==> src/rtl/sfx_pkg.sv <==
// sfx_pkg: shared types and constants for the pong sound-effect sequencer.
//   - sfx_state_e : sequencer states (IDLE, PADDLE, WALL, SCORE_HI, SCORE_LO)
//   - PRIO_*      : sound priorities, IDLE counts as 0
//   - DEF_*       : default tone half-periods (clk cycles) and lengths (frames)
//   - state_prio  : maps a state to its priority
package sfx_pkg;

  typedef enum logic [2:0] {
    IDLE     = 3'd0,
    PADDLE   = 3'd1,
    WALL     = 3'd2,
    SCORE_HI = 3'd3,
    SCORE_LO = 3'd4
  } sfx_state_e;

  localparam logic [1:0] PRIO_IDLE   = 2'd0;
  localparam logic [1:0] PRIO_WALL   = 2'd1;
  localparam logic [1:0] PRIO_PADDLE = 2'd2;
  localparam logic [1:0] PRIO_SCORE  = 2'd3;

  localparam logic [15:0] DEF_PADDLE_HALF   = 16'd32768;
  localparam logic [15:0] DEF_WALL_HALF     = 16'd16384;
  localparam logic [15:0] DEF_SCORE_HI_HALF = 16'd12288;
  localparam logic [15:0] DEF_SCORE_LO_HALF = 16'd49152;

  localparam int DEF_PADDLE_FRAMES = 4;
  localparam int DEF_WALL_FRAMES   = 2;
  localparam int DEF_SCORE_FRAMES  = 8;

  function automatic logic [1:0] state_prio(input sfx_state_e s);
    case (s)
      PADDLE:             state_prio = PRIO_PADDLE;
      WALL:               state_prio = PRIO_WALL;
      SCORE_HI, SCORE_LO: state_prio = PRIO_SCORE;
      default:            state_prio = PRIO_IDLE;
    endcase
  endfunction

endpackage

==> src/rtl/sfx_tone.sv <==
// sfx_tone: 16-bit half-period divider driving a registered square wave.
// Ports:
//   clk, rst_n : clock, async active-low reset
//   restart    : start a fresh note -> counter 0, sq 1 on the next edge
//   enable     : low forces counter 0 and sq 0 (silence)
//   half[15:0] : half-period in clk cycles for the note being played
//   sq         : square-wave output (registered)
module sfx_tone (
  input  logic        clk,
  input  logic        rst_n,
  input  logic        restart,
  input  logic        enable,
  input  logic [15:0] half,
  output logic        sq
);

  logic [15:0] cnt;

  always_ff @(posedge clk or negedge rst_n) begin
    if (!rst_n) begin
      cnt <= '0;
      sq  <= 1'b0;
    end else if (restart) begin
      cnt <= '0;
      sq  <= 1'b1;
    end else if (!enable) begin
      cnt <= '0;
      sq  <= 1'b0;
    end else if (cnt == half - 16'd1) begin
      cnt <= '0;
      sq  <= ~sq;
    end else begin
      cnt <= cnt + 16'd1;
    end
  end

endmodule

==> src/rtl/sfx_sequencer.sv <==
// sfx_sequencer: plays fixed-length, frame-timed tones on pong game events.
// Ports:
//   clk, rst_n  : clock, async active-low reset
//   frame_tick  : one-cycle pulse per video frame
//   evt_paddle  : paddle hit pulse   (priority 2)
//   evt_wall    : wall bounce pulse  (priority 1)
//   evt_score   : point scored pulse (priority 3, two-note jingle)
//   audio_out   : mono square-wave audio
//   busy        : high while a sound is playing (registered)
// Build option: define SFX_DECAY_EN to gate the last frame of every note with
// a 25% duty PWM, giving an audible decay. Undefined -> plain square wave.
module sfx_sequencer
  import sfx_pkg::*;
#(
  parameter logic [15:0] PADDLE_HALF   = DEF_PADDLE_HALF,
  parameter logic [15:0] WALL_HALF     = DEF_WALL_HALF,
  parameter logic [15:0] SCORE_HI_HALF = DEF_SCORE_HI_HALF,
  parameter logic [15:0] SCORE_LO_HALF = DEF_SCORE_LO_HALF,
  parameter int          PADDLE_FRAMES = DEF_PADDLE_FRAMES,
  parameter int          WALL_FRAMES   = DEF_WALL_FRAMES,
  parameter int          SCORE_FRAMES  = DEF_SCORE_FRAMES
) (
  input  logic clk,
  input  logic rst_n,
  input  logic frame_tick,
  input  logic evt_paddle,
  input  logic evt_wall,
  input  logic evt_score,
  output logic audio_out,
  output logic busy
);

  localparam logic [3:0] F_PADDLE = 4'(PADDLE_FRAMES);
  localparam logic [3:0] F_WALL   = 4'(WALL_FRAMES);
  localparam logic [3:0] F_SCORE  = 4'(SCORE_FRAMES);

  sfx_state_e  state, state_nxt, evt_state;
  logic [3:0]  frames_left, frames_nxt, evt_frames;
  logic [1:0]  evt_prio;
  logic        accept, restart, tone_en;
  logic [15:0] half;
  logic        sq;

  // Arbitration, frame countdown and next state.
  always_comb begin
    evt_state  = IDLE;
    evt_prio   = PRIO_IDLE;
    evt_frames = '0;
    if (evt_score) begin
      evt_state  = SCORE_HI;
      evt_prio   = PRIO_SCORE;
      evt_frames = F_SCORE;
    end else if (evt_paddle) begin
      evt_state  = PADDLE;
      evt_prio   = PRIO_PADDLE;
      evt_frames = F_PADDLE;
    end else if (evt_wall) begin
      evt_state  = WALL;
      evt_prio   = PRIO_WALL;
      evt_frames = F_WALL;
    end

    // >= lets a sound retrigger itself; lower priorities are simply dropped.
    accept = (evt_prio != PRIO_IDLE) && (evt_prio >= state_prio(state));

    state_nxt  = state;
    frames_nxt = frames_left;
    restart    = 1'b0;
    // An accepted event overrides a same-cycle frame_tick entirely.
    if (accept) begin
      state_nxt  = evt_state;
      frames_nxt = evt_frames;
      restart    = 1'b1;
    end else if (frame_tick && state != IDLE) begin
      if (frames_left == 4'd1) begin
        if (state == SCORE_HI) begin
          state_nxt  = SCORE_LO;
          frames_nxt = F_SCORE;
          restart    = 1'b1;
        end else begin
          state_nxt  = IDLE;
          frames_nxt = '0;
        end
      end else begin
        frames_nxt = frames_left - 4'd1;
      end
    end

    // Leaving for IDLE silences the tone on the same edge busy drops.
    tone_en = (state_nxt != IDLE);
  end

  // Half-period of the note now playing; on a restart edge it is unused.
  always_comb begin
    half = PADDLE_HALF;
    case (state)
      PADDLE:   half = PADDLE_HALF;
      WALL:     half = WALL_HALF;
      SCORE_HI: half = SCORE_HI_HALF;
      SCORE_LO: half = SCORE_LO_HALF;
      default:  half = PADDLE_HALF;
    endcase
  end

  always_ff @(posedge clk or negedge rst_n) begin
    if (!rst_n) begin
      state       <= IDLE;
      frames_left <= '0;
      busy        <= 1'b0;
    end else begin
      state       <= state_nxt;
      frames_left <= frames_nxt;
      busy        <= (state_nxt != IDLE);
    end
  end

  sfx_tone u_tone (
    .clk     (clk),
    .rst_n   (rst_n),
    .restart (restart),
    .enable  (tone_en),
    .half    (half),
    .sq      (sq)
  );

`ifdef SFX_DECAY_EN
  logic [1:0] pwm_cnt;

  always_ff @(posedge clk or negedge rst_n) begin
    if (!rst_n) pwm_cnt <= '0;
    else        pwm_cnt <= pwm_cnt + 2'd1;
  end

  // frames_left is 0 in IDLE, so the gate only ever acts on a note's last frame.
  assign audio_out = (frames_left == 4'd1) ? (sq & (pwm_cnt == 2'd0)) : sq;
`else
  assign audio_out = sq;
`endif

endmodule

==> config.mk <==
export PLATFORM = sky130hd
export DESIGN_NAME = sfx_sequencer
export DESIGN_NICKNAME = d
export VERILOG_FILES = /design/src/rtl/sfx_pkg.sv /design/src/rtl/sfx_tone.sv /design/src/rtl/sfx_sequencer.sv
export SDC_FILE = /design/constraint.sdc
export NUM_CORES = 1
export LEC_CHECK = 0
export CORE_MARGIN = 4
export CORE_UTILIZATION = 30
export DETAILED_ROUTE_END_ITERATION = 10
export GPL_ROUTABILITY_DRIVEN = 0
export PLACE_DENSITY = 0.58
export REMOVE_ABC_BUFFERS = 1
export SYNTH_ARGS = -nofsm -noshare
export SYNTH_HDL_FRONTEND = slang
export SYNTH_HIERARCHICAL = 1
export SYNTH_SLANG_ARGS = --single-unit
==> constraint.sdc <==
create_clock -name clk -period 3 [get_ports clk]
set_clock_uncertainty 0.2 [all_clocks]
set_input_delay 0.3 -clock clk [delete_from_list [all_inputs] [get_ports clk]]
set_output_delay 0.3 -clock clk [all_outputs]
set_load 0.01 [all_outputs]
==> metrics.txt <==
Critical Path AT=between 2 and 3 ns; FFs w/ async S/R, synth=100%; Crit-path slowest cell=xnor3_1; Combinational Power Share=between 50% and 60%; post-layout min period=2.78 ns; sw frac=40.9%; max incr delay on CP=approximately 0.45 ns; Die W=91.1 um; first-pass GRT wire length=a little over 7 mm; CTS tree=built; register area share after synthesis=30.2%; Hold Path Class=primary input to asynchronous set/reset pin; Static Leakage=between 1 and 1.5 nW; Crit path top cell by count=o22ai_1; crit path cell chain=nand2b_1, a21oi_1, xnor3_1, o22ai_1, and3_1, o22ai_1, nor4_4, or3b_1, buf_12, nor2_1; worst vdd ir=between 0.3 and 0.4 mV; Worst Setup Start Kind=flop; antenna violations before repair=0; initial drt markers=34; total clock buffers created by CTS=3; Pint=about 850 uW; layout net count=about 320; Post-CTS Setup Inserts=0; status=complete, no violations; Final Hold Violating Endpoints=0; Post-route DRC=0; Clk pwr share=14.0%; PwrDens=roughly 550 nW/um^2; crit path setup slack, layout=about 0.22 ns; max-slew violation count=0; Clock Path Buffers=2; Worst-Skew Late Latency=0.27 ns; standard-cell row count=30; GRT Overall Usage=10.1%; WP buf/inv=1; worst hold slack=between 0.15 and 0.2 ns; via count=approximately 1,700; CTS Sinks=25; CP max FO=16; CTS clk-pin slew, worst paths=about 0.09 ns; EDFF count, synth=0; library cells used by synthesis=66; final period utilization=92.7%; Diodes inserted=0; Worst R2R Path Depth=10; Worst Path Class, Setup=flop to flop; Yosys top cell area share=between 30% and 40%; Post-DRT Antenna Nets=0; Avg Vias per Cell=4.32; Design Power=1.45 mW; Placement Setup Slack=-0.0370 ns; Synthesis Warnings=6; Core Area=about 6800 sq um; Area Growth Syn to Fin=26.2%; Psw=592 uW; Reg power frac=33.1%; Synth area leader=dfrtp_1; Die ar.=a little over 8000 sq um; Avg WL per Cell=a little under 10 um; grt ovf=0; vias in the first global route=around 1,600; top post-synthesis cells by area=dfrtp_1, xnor2_1, xor2_1; TNS Setup=0 ns; instance count on the critical path=10; post-synthesis instance total=223; Die Y=around 91 um; # setup viols final=0; IO buf count=7; Synth Cell Area=2070 sq um; crit-path leading delay family=simple AND/OR/NAND/NOR gates; flop-to-flop setup slack=approximately 0.22 ns; fraction of layout cells with a size suffix above 1=between 10% and 20%; Root Buffer=clkbuf_8; flops & latches, synth=25; main flop type after synthesis=dfrtp_1; dpl hpwl=around 3.2 mm; I/O pins=8; Critical Path RT=just under 3 ns; max_cap viols=0; first drt pass iteration count=4; initial cell density of the core=a little under a third; Avg Inst Size Synth=around 9.3 sq um; RSZ-0062 raised after global routing=false; Routed WL=3.88 mm; Fmax=roughly 360 MHz; largest net degree at the start of global routing=26; CP Capture Type=flop; H-Tree Depth=1
## per-stage QoR
stage | std cells | utilization (%) | area (sq um)
2_1_floorplan | 288 | - | 2290
3_3_place_gp | 386 | 37.9 | 2560
3_5_place_dp | 386 | 37.9 | 2560
4_1_cts | 390 | 38.6 | 2610
5_1_grt | 390 | 38.7 | 2620
6_report | 390 | 38.7 | 2620
## power by group through the flow
stage | sequential [mW] | combinational, mW | clock (mW)
2_1_floorplan | 0.475 | 0.515 | 0
3_3_place_gp | 0.484 | 0.749 | 0
3_5_place_dp | 0.483 | 0.761 | 0
4_1_cts | 0.477 | 0.766 | 0.219
5_1_grt | 0.491 | 0.854 | 0.228
6_report | 0.478 | 0.765 | 0.203
## flip-flops by register name, summed over array words and instances (netlist names)
name         flops
busy             1
frames_left      4
state            3
u_tone/cnt      16
u_tone/sq        1
## synth_stat cells, types with 2 or more instances
cell,instances
a211oi_1,2
a21o_1,2
a21oi_1,14
and3_1,7
dfrtp_1,25
ha_1,6
inv_1,10
nand2_1,16
nand2b_1,6
nand3_1,5
nand4_1,3
nor2_1,16
nor2_2,3
nor2_4,8
nor2b_1,2
nor3_1,9
nor4_1,2
o211ai_1,3
o21ai_0,5
o22ai_1,2
or3_1,3
or4_1,3
xnor2_1,15
xor2_1,14
## final timing paths
path	start	end
setup / recovery	state[2]$_DFF_PN0_	u_tone/cnt[5]$_DFF_PN0_
hold reg to reg	u_tone/cnt[0]$_DFF_PN0_	u_tone/cnt[0]$_DFF_PN0_
setup reg to reg	state[2]$_DFF_PN0_	u_tone/cnt[5]$_DFF_PN0_
hold / removal	rst_n	u_tone/sq$_DFFE_PN0P_
min in group clk	u_tone/cnt[0]$_DFF_PN0_	u_tone/cnt[0]$_DFF_PN0_
max in group asynchronous	rst_n	frames_left[3]$_DFFE_PN0P_
## routing by layer
metal	wire length (um)	vias to the layer above	global-route usage, %
li1	-	912	-
met1	1960	759	14.1
met2	1830	11	16.8
met3	58	4	0.746
met4	39	0	3.02
met5	0	-	0
## area by class of cell
class / instances / area [sq um]
Clock inverter: 1 / 7.51
Tap cell: 80 / 100
Multi-Input combinational cell: 253 / 1640
Clock buffer: 3 / 41.3
Timing Repair Buffer: 18 / 165
Inverter: 10 / 37.5
Sequential cell: 25 / 626
Fill cell: 711 / 4140
## cells by family after synthesis
logic type	share of synthesized area, %
mux	0.483
xor+xnor	13.3
compound gates	16.7
other cells	0.181
fa+ha+maj	3.62
simple gates	32.1
flops	30.2
buf+inv	3.32
## what timing repair did
item | in CTS | in global routing
hold buffers | 0 | 0
endpoints found under the setup margin | 0 | 8
endpoints found under the hold margin | 0 | 0
gates resized for setup | 0 | 1
## layout by cell type, fill, tap and decap left out, drive strengths merged, types with 2 or more instances in the layout
master,instances
ha,6
nor3,10
nor2,28
or2,3
a21o,3
or4,3
nand2b,7
clkdlybuf4s50,7
nor4,3
or4b,2
and2,2
nor2b,2
o211ai,3
dfrtp,25
inv,10
a211oi,2
a21oi,15
buf,11
nand2,16
o22ai,2
or3,4
nand4,3
nand3,5
and3,7
o21ai,5
conb,68
o41ai,2
clkbuf,3
xor2,14
xnor2,15
Power figures use the tool's default switching activity.
